`src/rtl/ram_arbiter.sv`:
```
// ram_arbiter: shares one single-port synchronous block RAM between the CPU
// and a secondary requester (DMA / video fetch). The CPU wins ties until it
// has taken MAX_CPU_STREAK consecutive grants while DMA waits; then DMA gets
// one slot. Read data returns one clock after the ack with a per-requester
// valid strobe.
module ram_arbiter #(
    parameter int ADDR_WIDTH     = 15,
    parameter int DATA_WIDTH     = 8,
    parameter int MAX_CPU_STREAK = 4
) (
    input  logic                  clk,
    input  logic                  rst_n,

    input  logic                  cpu_req,
    input  logic                  cpu_we,
    input  logic [ADDR_WIDTH-1:0] cpu_addr,
    input  logic [DATA_WIDTH-1:0] cpu_wdata,
    output logic                  cpu_ack,
    output logic                  cpu_rvalid,
    output logic [DATA_WIDTH-1:0] cpu_rdata,

    input  logic                  dma_req,
    input  logic                  dma_we,
    input  logic [ADDR_WIDTH-1:0] dma_addr,
    input  logic [DATA_WIDTH-1:0] dma_wdata,
    output logic                  dma_ack,
    output logic                  dma_rvalid,
    output logic [DATA_WIDTH-1:0] dma_rdata,

    output logic                  ram_we,
    output logic [ADDR_WIDTH-1:0] ram_addr,
    output logic [DATA_WIDTH-1:0] ram_wdata,
    input  logic [DATA_WIDTH-1:0] ram_rdata
);

    // Who owns the read data arriving from the RAM in the next cycle.
    typedef enum logic [1:0] {
        OWN_NONE = 2'd0,
        OWN_CPU  = 2'd1,
        OWN_DMA  = 2'd2
    } owner_t;

    localparam logic [3:0] STREAK_MAX = 4'(MAX_CPU_STREAK);

    logic [3:0] streak_q, streak_d;
    owner_t     rd_owner_q, rd_owner_d;
    logic       grant_cpu, grant_dma;

    // Grant: one winner per cycle; nothing is granted while reset is held.
    always_comb begin
        grant_cpu = 1'b0;
        grant_dma = 1'b0;
        if (rst_n) begin
            if (cpu_req && dma_req) begin
                if (streak_q == STREAK_MAX) begin
                    grant_dma = 1'b1;
                end else begin
                    grant_cpu = 1'b1;
                end
            end else if (cpu_req) begin
                grant_cpu = 1'b1;
            end else if (dma_req) begin
                grant_dma = 1'b1;
            end
        end
    end

    // RAM port mux: the winner drives the port, idle cycles drive zeros.
    always_comb begin
        ram_we    = 1'b0;
        ram_addr  = '0;
        ram_wdata = '0;
        if (grant_cpu) begin
            ram_we    = cpu_we;
            ram_addr  = cpu_addr;
            ram_wdata = cpu_wdata;
        end else if (grant_dma) begin
            ram_we    = dma_we;
            ram_addr  = dma_addr;
            ram_wdata = dma_wdata;
        end
    end

    // Next-state for the CPU streak counter and the read-return owner.
    always_comb begin
        streak_d   = '0;
        rd_owner_d = OWN_NONE;
        // Only CPU wins that make DMA wait count toward the streak.
        if (grant_cpu && dma_req) begin
            streak_d = (streak_q >= STREAK_MAX) ? STREAK_MAX : streak_q + 4'd1;
        end
        if (grant_cpu && !cpu_we) begin
            rd_owner_d = OWN_CPU;
        end else if (grant_dma && !dma_we) begin
            rd_owner_d = OWN_DMA;
        end
    end

    // State registers; reset drops any read issued in the previous cycle.
    always_ff @(posedge clk) begin
        if (!rst_n) begin
            streak_q   <= '0;
            rd_owner_q <= OWN_NONE;
        end else begin
            streak_q   <= streak_d;
            rd_owner_q <= rd_owner_d;
        end
    end

    assign cpu_ack    = grant_cpu;
    assign dma_ack    = grant_dma;
    assign cpu_rvalid = (rd_owner_q == OWN_CPU);
    assign dma_rvalid = (rd_owner_q == OWN_DMA);
    assign cpu_rdata  = ram_rdata;
    assign dma_rdata  = ram_rdata;

endmodule
```
`config.mk`:
```
export PLATFORM = sky130hd
export DESIGN_NAME = ram_arbiter
export DESIGN_NICKNAME = d
export VERILOG_FILES = /design/src/rtl/ram_arbiter.sv
export SDC_FILE = /design/constraint.sdc
export NUM_CORES = 1
export LEC_CHECK = 0
export CORE_UTILIZATION = 22
export DETAILED_ROUTE_END_ITERATION = 8
export PLACE_DENSITY = 0.91
export RECOVER_POWER = 100
export SETUP_SLACK_MARGIN = 0.05
export SLEW_MARGIN = 20
export SYNTH_ARGS = -nofsm -noshare
export SYNTH_HDL_FRONTEND = slang
export SYNTH_SLANG_ARGS = --single-unit
```
`constraint.sdc`:
```
create_clock -name clk -period 1.75 [get_ports clk]
set_clock_uncertainty 0.05 [all_clocks]
set_input_delay 0.35 -clock clk [delete_from_list [all_inputs] [get_ports clk]]
set_output_delay 0.35 -clock clk [all_outputs]
set_load 0.005 [all_outputs]
```
==> impl_summary.log <==
[metrics] post-route cell area: 1500 um^2
[metrics] Max H-tree Level: 1
[metrics] most area-hungry cell type in the Yosys netlist: a22o_1
[metrics] Setup crit start: streak_q[0]
[metrics] worst-case reg-to-reg path depth: 7
[metrics] antenna diode instance count: 0
[metrics] required arrival time at the worst endpoint: 1.35 ns
[metrics] clock transition time at the flip-flop clock pins of the worst setup and hold paths: 0.05 ns
[metrics] DRT iter0 DRCs: 22
[metrics] post-synth top area share: 32.12%
[metrics] commonest non-fill, non-tap cell in the layout: clkdlybuf4s50_1
[metrics] largest net degree at the start of global routing: 14
[metrics] ANT nets after route: 0
[metrics] number of optimization iterations in the first detailed-route pass: 4
[metrics] clock buffer count from CTS: 3
[metrics] die span in y: 56.54 um
[metrics] flop2flop setup slack: 0.45 ns
[metrics] Skew-Pair Late Insertion Delay: 0.24 ns
[metrics] synth unique cells: 18
[metrics] RSZ-0062 raised after global routing: true
[metrics] PnR worst setup slack: -0.2288 ns
[metrics] Final min period: 1.979 ns
[metrics] minimum hold slack: 0.4557 ns
[metrics] crit path to: ram_addr[1]
[metrics] class of the tightest hold or removal check: reg -> reg
[metrics] maximum VDD drop: 0.0003646 V
[metrics] MaxCap Viol Count: 0
[metrics] reg-to-reg endpoint: rd_owner_q[1]
[metrics] initial antenna violation count: 0
[metrics] Pins Over Slew Limit: 0
[metrics] share of the cycle needed by the critical path after routing: 113.1%
[metrics] result of the run: complete, but fails checks
[metrics] effective utilization at floorplan: 23.53%
[metrics] die width: 56.54 um
[metrics] cell row count: 19
[metrics] startpoint type of the worst setup path: flop
[metrics] clock sink total: 6
[metrics] share of cells above drive strength 1: 36.42%
[metrics] drt via density: 4.780
[metrics] Cell Area, Synth: 654.4 um^2
[metrics] post-synthesis sequential area ratio: 18.36%
[metrics] Worst Setup Path Type: reg -> out
[metrics] synthesized instance count: 71
[metrics] first-pass GRT wire length: 4.202 mm
[metrics] clock tree from TritonCTS: built
[metrics] leak pwr: 0.6920 nW
[metrics] number of synthesized register bits: 6
[metrics] overall power of the completed layout: 0.0005626 W
[metrics] dpl hpwl: 1.938 mm
[metrics] Power Density: 375.0 nW/um^2
[metrics] total routing resource utilization after global routing: 17.11%
[metrics] remaining global-route overflow: 0
[metrics] number of global-route vias before repair: 947
[metrics] Max Freq: 505.4 MHz
[metrics] kind of capture point of the worst setup path: output pin
[metrics] Final GP Congestion: 0.6978
[metrics] biggest area contributors in the synthesized netlist: a22o_1 32%, buf_4 20%, dfxtp_1 18%
[metrics] growth of design area from synthesis to finish: 129.3%
[metrics] final-report hold violation count: 0
[metrics] Residual DRC: 0
[metrics] CP arrival: 1.58 ns
[metrics] mean area per synthesized cell: 9.217 um^2
[metrics] Inst Count DP: 167
[metrics] Final Net Count: 215
[metrics] placed cell areas: 1393 um^2
[metrics] number of primary I/O pins: 104
[metrics] Hold-fix buffers, CTS: 0
[metrics] core area: 2781 um^2
[metrics] CTS root buffer: clkbuf_4
[metrics] highest fanout seen on the critical path: 8
[metrics] startpoint of the lowest-slack hold path: streak_q[0]
[metrics] count of synthesis-stage warnings from yosys: 0
[metrics] most used cells in the layout excluding fill and tap cells: 48 x clkdlybuf4s50_1, 24 x a22o_1, 24 x buf_2, 9 x buf_6, 5 x buf_4
[metrics] Final TNS setup: -4.915 ns
[metrics] Max Root-Sink Buffers: 2
[metrics] port buffer count: 79
[metrics] worst reg2reg path startpoint: streak_q[0]
[metrics] wire length per cell after detailed routing: 14.70 um
[metrics] filler-free cell count of the finished design: 182
[metrics] number of vias in the routed layout: 870
[metrics] routed wire length: 2.675 mm
[metrics] post-synth net total: 133
[metrics] final-report setup violation count: 26
[metrics] violations in the final reports: setup timing
[metrics] Total Die Area: 3197 um^2
Yosys cell counts:
cell	count
a21oi_1	1
a21oi_4	1
a22o_1	24
a41oi_4	1
and2b_1	1
buf_4	17
buf_6	3
conb_1	1
dfxtp_1	6
ha_1	2
inv_1	3
nand2_1	3
nand3_1	1
nand3b_2	1
nor2b_1	3
nor4_1	1
nor4b_1	1
o21ai_0	1
where the power goes:
part / total [W] / leakage (nW) / switching, W / internal [W]
logic: 0.000292 / 0.628 / 0.0000883 / 0.000204
clock network: 0.000125 / 0.0138 / 0.0000479 / 0.0000774
registers: 0.000145 / 0.0501 / 0.00000330 / 0.000142
total: 0.000563 / 0.692 / 0.000140 / 0.000423
layer usage:
metal	global-route usage [%]	vias up	wire [um]
li1	-	417	-
met1	16.53	387	894
met2	33.11	61	1518
met3	5.530	5	238
met4	6.272	0	23
met5	0	-	0
worst min-delay path by stage:
stage	cells after the start	slack, ns	end
finish	2	0.46	streak_q[0]
global route	2	0.49	streak_q[0]
CTS	2	0.46	streak_q[0]
detailed placement	2	0.46	streak_q[0]
global placement	2	0.45	streak_q[0]
floorplan	1	0.37	rd_owner_q[0]
stage by stage:
| step | setup slack (ns) | util [%] |
|---|---|---|
| finish | -0.2288 | 53.94 |
| global placement | -0.6518 | 50.07 |
| detailed placement | -0.6692 | 50.07 |
| CTS | -0.2682 | 54.57 |
| global route | -0.2955 | 53.94 |
| floorplan | 0.1245 | - |
registers in the layout, summed over array words and instances (netlist names):
signal	cells
rd_owner_q	2
streak_q	4
timing repair:
item,in CTS,in global routing
endpoints found under the setup margin,26,26
pin swaps,18,14
gates resized for setup,125,3
gates cloned,4,0
setup buffers,8,2
cells by family (layout without fill, tap and decap cells):
logic type / count (synthesis) / in the layout / share of synthesized area [%]
AO/OA/AOI/OAI: 28 / 28 / 40.34
adder cells (fa/ha/maj): 2 / 2 / 3.823
buffers and inverters: 23 / 103 / 26.39
flip-flops: 6 / 6 / 18.36
other: 1 / 1 / 0.5731
AND/OR/NAND/NOR: 11 / 11 / 10.52
area by class of cell:
type / instances / area (um^2)
timing repair buffer: 97 / 919.6
clock buffer: 3 / 22.52
sequential: 6 / 122.6
fill: 263 / 1281
multi-input combinational: 42 / 385.4
inverter: 3 / 11.26
tap: 31 / 38.79
critical path, cell delays in order (launching register included):
cell	delay, ns
dfxtp_2	0.31
inv_2	0.06
ha_4	0.17
nand3b_4	0.09
a21oi_4	0.18
buf_6	0.15
buf_12	0.11
a22o_1	0.13
buf_2	0.11
(Power assumes the default switching activity.)
